===== src/rtl/multicycle_control_fsm.sv =====
// Multi-cycle MIPS control sequencer: a Moore FSM that steps the shared datapath
// through fetch/decode/execute/memory/writeback and counts retired instructions.
//
// state    | meaning
// FETCH    | read instruction at PC, PC+4 when memory is ready
// DECODE   | dispatch on OpCode, precompute branch target
// MEMADR   | compute lw/sw address
// MEMREAD  | load data access, wait for memory
// MEMWB    | write load data to rt, retire
// MEMWRITE | store data access, retire on memory ready
// EXECUTE  | R-type ALU op
// ALUWB    | write ALU result to rd, retire
// BRANCH   | beq compare, PC <- target when zero, retire
// ADDIEX   | addi ALU op
// ADDIWB   | write addi result to rt, retire
// JUMP     | PC <- jump target, retire
module multicycle_control_fsm #(
  parameter int CNT_WIDTH     = 32,
  parameter int USE_MEM_READY = 1
) (
  input  logic                 CLK,
  input  logic                 RST,
  input  logic [5:0]           OpCode,
  input  logic [5:0]           Funct,
  input  logic                 ZeroFlag,
  input  logic                 Mem_Ready,
  output logic                 MemWrite,
  output logic                 IRWrite,
  output logic                 PC_En,
  output logic                 IorD,
  output logic                 ALUSrcA,
  output logic [1:0]           ALUSrcB,
  output logic [1:0]           PCSrc,
  output logic                 RegDst,
  output logic                 MemtoReg,
  output logic                 RegWrite,
  output logic [2:0]           ALUControl,
  output logic                 Illegal_Op,
  output logic [CNT_WIDTH-1:0] Instr_Count,
  output logic [3:0]           State
);

  typedef enum logic [3:0] {
    S_FETCH    = 4'd0,
    S_DECODE   = 4'd1,
    S_MEMADR   = 4'd2,
    S_MEMREAD  = 4'd3,
    S_MEMWB    = 4'd4,
    S_MEMWRITE = 4'd5,
    S_EXECUTE  = 4'd6,
    S_ALUWB    = 4'd7,
    S_BRANCH   = 4'd8,
    S_ADDIEX   = 4'd9,
    S_ADDIWB   = 4'd10,
    S_JUMP     = 4'd11
  } state_t;

  localparam logic [5:0] OP_RTYPE = 6'b000000;
  localparam logic [5:0] OP_LW    = 6'b100011;
  localparam logic [5:0] OP_SW    = 6'b101011;
  localparam logic [5:0] OP_BEQ   = 6'b000100;
  localparam logic [5:0] OP_ADDI  = 6'b001000;
  localparam logic [5:0] OP_J     = 6'b000010;

  state_t                 r_state;
  state_t                 w_next;
  logic [CNT_WIDTH-1:0]   r_instr_count;
  logic                   w_mem_ready;
  logic                   w_funct_ok;
  logic [2:0]             w_funct_alu;
  logic                   w_retire;
  logic                   w_pcwrite;
  logic                   w_branch;
  logic                   w_memwrite;
  logic                   w_irwrite;
  logic                   w_regwrite;
  logic                   w_illegal;

  assign w_mem_ready = (USE_MEM_READY != 0) ? Mem_Ready : 1'b1;

  always_comb begin
    w_funct_ok  = 1'b1;
    w_funct_alu = 3'b010;
    case (Funct)
      6'b100000: w_funct_alu = 3'b010;
      6'b100010: w_funct_alu = 3'b110;
      6'b100100: w_funct_alu = 3'b000;
      6'b100101: w_funct_alu = 3'b001;
      6'b101010: w_funct_alu = 3'b111;
      default:   w_funct_ok  = 1'b0;
    endcase
  end

  always_ff @(posedge CLK) begin
    if (RST) begin
      r_state       <= S_FETCH;
      r_instr_count <= '0;
    end else begin
      r_state <= w_next;
      if (w_retire) r_instr_count <= r_instr_count + CNT_WIDTH'(1);
    end
  end

  always_comb begin
    w_next     = S_FETCH;
    w_retire   = 1'b0;
    w_pcwrite  = 1'b0;
    w_branch   = 1'b0;
    w_memwrite = 1'b0;
    w_irwrite  = 1'b0;
    w_regwrite = 1'b0;
    w_illegal  = 1'b0;
    IorD       = 1'b0;
    ALUSrcA    = 1'b0;
    ALUSrcB    = 2'b00;
    PCSrc      = 2'b00;
    RegDst     = 1'b0;
    MemtoReg   = 1'b0;
    ALUControl = 3'b010;
    case (r_state)
      S_FETCH: begin
        ALUSrcB   = 2'b01;
        w_irwrite = w_mem_ready;
        w_pcwrite = w_mem_ready;
        w_next    = w_mem_ready ? S_DECODE : S_FETCH;
      end
      S_DECODE: begin
        ALUSrcB = 2'b11;
        case (OpCode)
          OP_LW, OP_SW: w_next = S_MEMADR;
          OP_RTYPE: begin
            if (w_funct_ok) w_next = S_EXECUTE;
            else            w_illegal = 1'b1;
          end
          OP_BEQ:  w_next = S_BRANCH;
          OP_ADDI: w_next = S_ADDIEX;
          OP_J:    w_next = S_JUMP;
          default: w_illegal = 1'b1;
        endcase
      end
      S_MEMADR: begin
        ALUSrcA = 1'b1;
        ALUSrcB = 2'b10;
        w_next  = (OpCode == OP_SW) ? S_MEMWRITE : S_MEMREAD;
      end
      S_MEMREAD: begin
        IorD   = 1'b1;
        w_next = w_mem_ready ? S_MEMWB : S_MEMREAD;
      end
      S_MEMWB: begin
        MemtoReg   = 1'b1;
        w_regwrite = 1'b1;
        w_retire   = 1'b1;
      end
      S_MEMWRITE: begin
        IorD       = 1'b1;
        w_memwrite = 1'b1;
        w_retire   = w_mem_ready;
        w_next     = w_mem_ready ? S_FETCH : S_MEMWRITE;
      end
      S_EXECUTE: begin
        ALUSrcA    = 1'b1;
        ALUControl = w_funct_alu;
        w_next     = S_ALUWB;
      end
      S_ALUWB: begin
        RegDst     = 1'b1;
        w_regwrite = 1'b1;
        w_retire   = 1'b1;
      end
      S_BRANCH: begin
        ALUSrcA    = 1'b1;
        ALUControl = 3'b110;
        PCSrc      = 2'b01;
        w_branch   = 1'b1;
        w_retire   = 1'b1;
      end
      S_ADDIEX: begin
        ALUSrcA = 1'b1;
        ALUSrcB = 2'b10;
        w_next  = S_ADDIWB;
      end
      S_ADDIWB: begin
        w_regwrite = 1'b1;
        w_retire   = 1'b1;
      end
      S_JUMP: begin
        PCSrc     = 2'b10;
        w_pcwrite = 1'b1;
        w_retire  = 1'b1;
      end
      default: w_next = S_FETCH;
    endcase
  end

  // Reset overrides every side effect so an aborted instruction leaves no trace.
  assign MemWrite    = w_memwrite & ~RST;
  assign IRWrite     = w_irwrite & ~RST;
  assign PC_En       = (w_pcwrite | (w_branch & ZeroFlag)) & ~RST;
  assign RegWrite    = w_regwrite & ~RST;
  assign Illegal_Op  = w_illegal & ~RST;
  assign Instr_Count = r_instr_count;
  assign State       = r_state;

endmodule


===== config.mk =====
export PLATFORM = sky130hd
export DESIGN_NAME = multicycle_control_fsm
export DESIGN_NICKNAME = d
export VERILOG_FILES = /design/src/rtl/multicycle_control_fsm.sv
export SDC_FILE = /design/constraint.sdc
export NUM_CORES = 1
export LEC_CHECK = 0
export CAP_MARGIN = 10
export CORE_AREA = 2 2 65 129
export CTS_CLUSTER_DIAMETER = 150
export DETAILED_ROUTE_END_ITERATION = 7
export DIE_AREA = 0 0 67 131
export SKIP_LAST_GASP = 1
export SLEW_MARGIN = 20
export SYNTH_ARGS = -nofsm -noshare
export SYNTH_HDL_FRONTEND = slang
export SYNTH_SLANG_ARGS = --single-unit

===== constraint.sdc =====
create_clock -name CLK -period 5.65 [get_ports CLK]
set_input_delay 1.695 -clock CLK [delete_from_list [all_inputs] [get_ports CLK]]
set_output_delay 1.695 -clock CLK [all_outputs]
set_load 0.005 [all_outputs]

==> results of run 1 <==
[layer usage]
metal  GRT usage  wire length (microns)  up-vias
met5           0                      0        -
met4      0.0540                    121        0
met3      0.0274                    279       10
met2       0.253                   3250       62
met1       0.188                   2820     1126
li1            -                      -     1202
[registers in the layout, indices dropped and copies added (netlist names)]
| register | cells |
|---|---|
| Instr_Count | 32 |
| State | 4 |
[worst min-delay path, delay by kind of cell (launching register included)]
kind,cells,cell delay (ns)
flops,1,0.32
compound gates,2,0.14
[path summary, 6_finish.rpt]
kind | startpoint | to | slack, ns | cells past startpoint
setup / recovery | Funct[4] | ALUControl[1] | 0.38 | 4
hold / removal | Instr_Count[25]$_SDFFE_PP0P_ | Instr_Count[25]$_SDFFE_PP0P_ | 0.51 | 2
setup reg to reg | State[1]$_SDFF_PP0_ | Instr_Count[31]$_SDFFE_PP0P_ | 2.72 | 6
hold reg to reg | Instr_Count[25]$_SDFFE_PP0P_ | Instr_Count[25]$_SDFFE_PP0P_ | 0.51 | 2
[metrics by stage]
| stage | area, sq um | hold slack (ns) | setup WS, ns | total power [uW] | utilization |
|---|---|---|---|---|---|
| floorplan | 2270 | 0.477 | 1.26 | 285 | - |
| global placement | 3000 | 0.480 | 0.396 | 306 | 0.384 |
| detailed placement | 3000 | 0.497 | 0.378 | 307 | 0.384 |
| CTS | 3150 | 0.508 | 0.378 | 582 | 0.402 |
| global route | 3150 | 0.523 | 0.310 | 598 | 0.402 |
| finish | 3150 | 0.505 | 0.378 | 577 | 0.402 |
[layout make-up]
| cell class | count | area share |
|---|---|---|
| Multi-Input combinational cell | 236 | 0.455 |
| Inverter | 10 | 0.0119 |
| Sequential cell | 36 | 0.229 |
| Tap cell | 96 | 0.0381 |
| Timing Repair Buffer | 70 | 0.220 |
| Clock buffer | 8 | 0.0465 |
[power by group through the flow]
stage	logic (uW)	clock network, uW	registers [uW]
floorplan	24.4	0	261
global placement	43.8	0	262
detailed placement	44.9	0	262
CTS	45.2	281	256
global route	48.8	292	257
finish	45.1	276	256
[cells in the final DEF, fill, tap and decap left out, drive strengths merged, types with 3 or more instances in the layout]
cell type	count
or3	9
a21oi	23
nand4	9
nor2b	4
clkbuf	8
o32ai	3
or4	4
mux2i	3
nor2	38
nand2b	7
inv	10
nand2	20
buf	3
clkdlybuf4s50	67
o31ai	3
dfxtp	36
o21ai	13
nor4b	5
nor4	10
xor2	4
mux2	3
a21o	4
xnor2	14
nand3	16
and3	4
nor3	16
[cells by family after synthesis]
| logic type | share of synthesized area |
|---|---|
| flops | 0.317 |
| simple gates | 0.361 |
| fa+ha+maj | 0.00991 |
| mux | 0.0281 |
| buf+inv | 0.0523 |
| xor+xnor | 0.0694 |
| compound gates | 0.162 |
==> out/results.ini, run 1 <==
[logic_synthesis]
synth_cell_types = 51
async_reset_ff_frac = 0
synth_commonest_cells = nor2_1, dfxtp_1, a21oi_1
ys_seq_area_frac = 0.317
synth_warnings = 0
synth_top_area_frac = 0.317
synth_top_area_cell = dfxtp_1
synth_nets = 316
synth_top_flop_cell = dfxtp_1
synthMostInstantiatedCell = nor2_1
ys_ff_latch = 36
avgSynthCellArea_sq_um = 7.60
synth_edf_count = 0
ys_top_cells_by_area = dfxtp_1, nor2_1, xnor2_1
netlist_instances = 299
netlist_area_sq_um = 2270

[clock_tree]
clock_latency_ns = 0.28
cts-htree-levels = 2
holdBufCountCts = 0
cts-root-buf = clkbuf_16
clkTransAtPathRegs_ns = 0.05
numCtsBuffers = 5
cts_setup_buffers = 0
cts_resized = 0
clkSinkCount = 36
cts_tree = done
clockBufferDepth = 2

[route]
wl_microns = 6480
ant_nets = 0
drt-vias-per-instance = 5.26
drtPass1Iterations = 4
drc = 0
drtIter0Drc = 77
avgRoutedWirePerCell_microns = 14.2
vias = 2400

[finish]
ff_latch_area_sq_um = 721
multiInputGateArea_sq_um = 1430
n_fill_cell = 859
final_nets = 376
fin_cells = 456
diodes = 0
drive_gt1_frac = 0.0556
area_delta_synth_final_pct = 38.7

[setup_path]
slowest_stage = or4b_2
cp_common_cell = clkdlybuf4s50_1
cp-end-kind = primary output
path_buf_inv = 2
cp_top_family = simple AND/OR/NAND/NOR gates
worstPathRequired_ns = 3.95
crit_chain = clkdlybuf4s50_1, or4b_2, or2_2, clkdlybuf4s50_1
start_kind = input port
arrival_ns = 3.58
cpPeakStageDelay_ns = 0.70
worstPathMaxFanout = 3
crit_type = in2out

[flow_run]
drv_cap = 0

[global_routing]
gr-total-overflow = 0
grtUsageTotal = 0.150
antenna_found_initial = 0
grt_pass1_wl_microns = 10400
first_global_vias = 2290
grt_max_degree = 37

[pwr]
p_per_area_nw_per_um2 = 183
peakVddDrop_v = 0.000157
leakagePower_uw = 0.000962
seq_power_share = 0.444
switching_share = 0.217
comb_power_share = 0.078
p_switching_uw = 125
intPower_uw = 452
clockPowerShare = 0.478

[timing]
rsz0062_at_grt = no
worstMarginPinSlew_ns = 0.674
fin_crit_ns = 5.27
setup_tns_ns = 0
slew_violations = 0
fmax_mhz = 190
setup_viol = 0
relSlewSlack = 0.550
clock_skew_ns = 0.00308
finalCritPeriodShare = 0.933
hold_violations = 0

[status]
status = completed

[floorplanning]
io_pins = 68
dieHeight_microns = 131
start_util = 0.290
num_rows = 46
core_area_sq_um = 7830
fp.dieW_microns = 67
die-area_sq_um = 8780

[placed_design]
portBuffers = 67
dp.cells = 448
gp_congestion = 0.858
hpwl_microns = 4780

[hold_path]
hold_path_class = reg2reg

Power figures use the tool's default switching activity.
==> run 2, diff against run 1 <==
--- a/config.mk
+++ b/config.mk
@@ -5,7 +5,6 @@
 export SDC_FILE = /design/constraint.sdc
 export NUM_CORES = 1
 export LEC_CHECK = 0
-export CAP_MARGIN = 10
 export CORE_AREA = 2 2 65 129
 export CTS_CLUSTER_DIAMETER = 150
 export DETAILED_ROUTE_END_ITERATION = 7
==> results of run 2 <==
No change in the layout: final DEF, timing and power equal those of run 1.
==> run 3, diff against run 2 <==
--- a/config.mk
+++ b/config.mk
@@ -14,3 +14,4 @@
 export SYNTH_ARGS = -nofsm -noshare
 export SYNTH_HDL_FRONTEND = slang
 export SYNTH_SLANG_ARGS = --single-unit
+export TNS_END_PERCENT = 30
==> results of run 3 <==
No change in the layout: final DEF, timing and power equal those of run 1.
==> RTL change (flow settings as in run 1) <==
Put one more register stage on the output `Instr_Count`, without a reset. The value now appears one clock later. The other outputs are not delayed to match.
--- a/src/rtl/multicycle_control_fsm.sv
+++ b/src/rtl/multicycle_control_fsm.sv
@@ -201,3 +201,5 @@
   assign Illegal_Op  = w_illegal & ~RST;
-  assign Instr_Count = r_instr_count;
+  always_ff @(posedge CLK) begin
+    Instr_Count <= r_instr_count;
+  end
   assign State       = r_state;
Formal check against the unedited RTL: not equivalent (a bounded check fails within 4 cycles, from zero or initial values and one cycle with RST high).
==> RTL change against run 1 <==
First-iteration DRC count up 32%; sequential cell count up 32; setup slack worse by 200 ps; area after synthesis up 22%; cell count up 5.0%; fmax down 3.6%; wire length up 2.4%; sequential share of layout area up 13 points; power up 92%; cell area up 22%; sequential power up 89%; largest cell class is now sequential cells; largest power group unchanged.
==> RTL change: results (changes against run 1) <==
Outcome
  – Status: finished clean

Logic synthesis
  – Post-synthesis mux area share: 0.0149 (-0.0132)
  – Post-Synth Adder-Cell Area: 0.00450 (-0.00541)
  – Register area share after synthesis: 0.490 (+0.173)
  – Post-Synthesis Cell Area: 2780 sq um (+22%)

Final layout
  – Seq area share: 0.355 (+0.126)
  – ClkCell Share: 0.0829 (+0.0364)
  – Layout area overhead: 38.1%
  – Multi-input gate area: 1320 sq um (-7.9%)
  – #MultiIn Comb: 223 (-5.5%)
  – Data buffer area share: 0.181 (-0.0393)
  – Fillers: 765 (-11%)

Worst setup path
  – Crit path max-delay family: buffers and inverters
  – Setup crit start: Funct[1]
  – Max incr delay on CP: 550 ps (-150 ps)
  – R2r endpoint: r_instr_count[17]$_SDFFE_PP0P_

Drt
  – DR iter-0 viols: 102 (+32%)
  – Met2 routed WL: 3180 um (-2.4%)

GRT
  – Vias in the first global route: 2334 (+1.9%)
  – Grt met3 use: 0.0385 (+0.0111)
  – First-pass GRT wire length: 10700 um (+3.0%)

Min path
  – Worst Hold End: Instr_Count[31]$_DFF_P_

Place
  – Setup Slack @ Placement: 147 ps (-232 ps)

Timing
  – Worst Skew: 5.61 ps (+2.53 ps)
  – Slew headroom: 0.511 (-0.0385)

Power
  – Static leakage: 1.25 nW (+30%)
[RTL change: changes by cell type in the layout (fill, tap and decap cells not counted), sizes merged, moves of 3 or more]
cell	run 1	this run
inv	10	6
nand2	20	17
dfxtp	36	68
a21oi	23	31
o21ai	13	26
a21o	4	1
or3	9	18
or4	4	7
xnor2	14	7
and4	1	7
nor2	38	26
nor3	16	10
nor4	10	3
[RTL change: worst max-delay path by stage]
stage	to
after floorplan	Illegal_Op
after global routing	Illegal_Op
final	Illegal_Op
after detailed placement	Illegal_Op
after global placement	Illegal_Op
after CTS	Illegal_Op
[RTL change: where the power goes]
group / total [mW] / switching [mW] / internal, mW
clock network: 0.585 / 0.199 / 0.386
logic: 0.0420 / 0.0203 / 0.0217
registers: 0.483 / 0.00233 / 0.480
total: 1.11 / 0.222 / 0.888
[RTL change: repair_timing]
item / 4_1_cts / 5_1_grt
setup endpoints to repair: 0 / 1
resized for setup: 0 / 1
hold buffers: 0 / 0
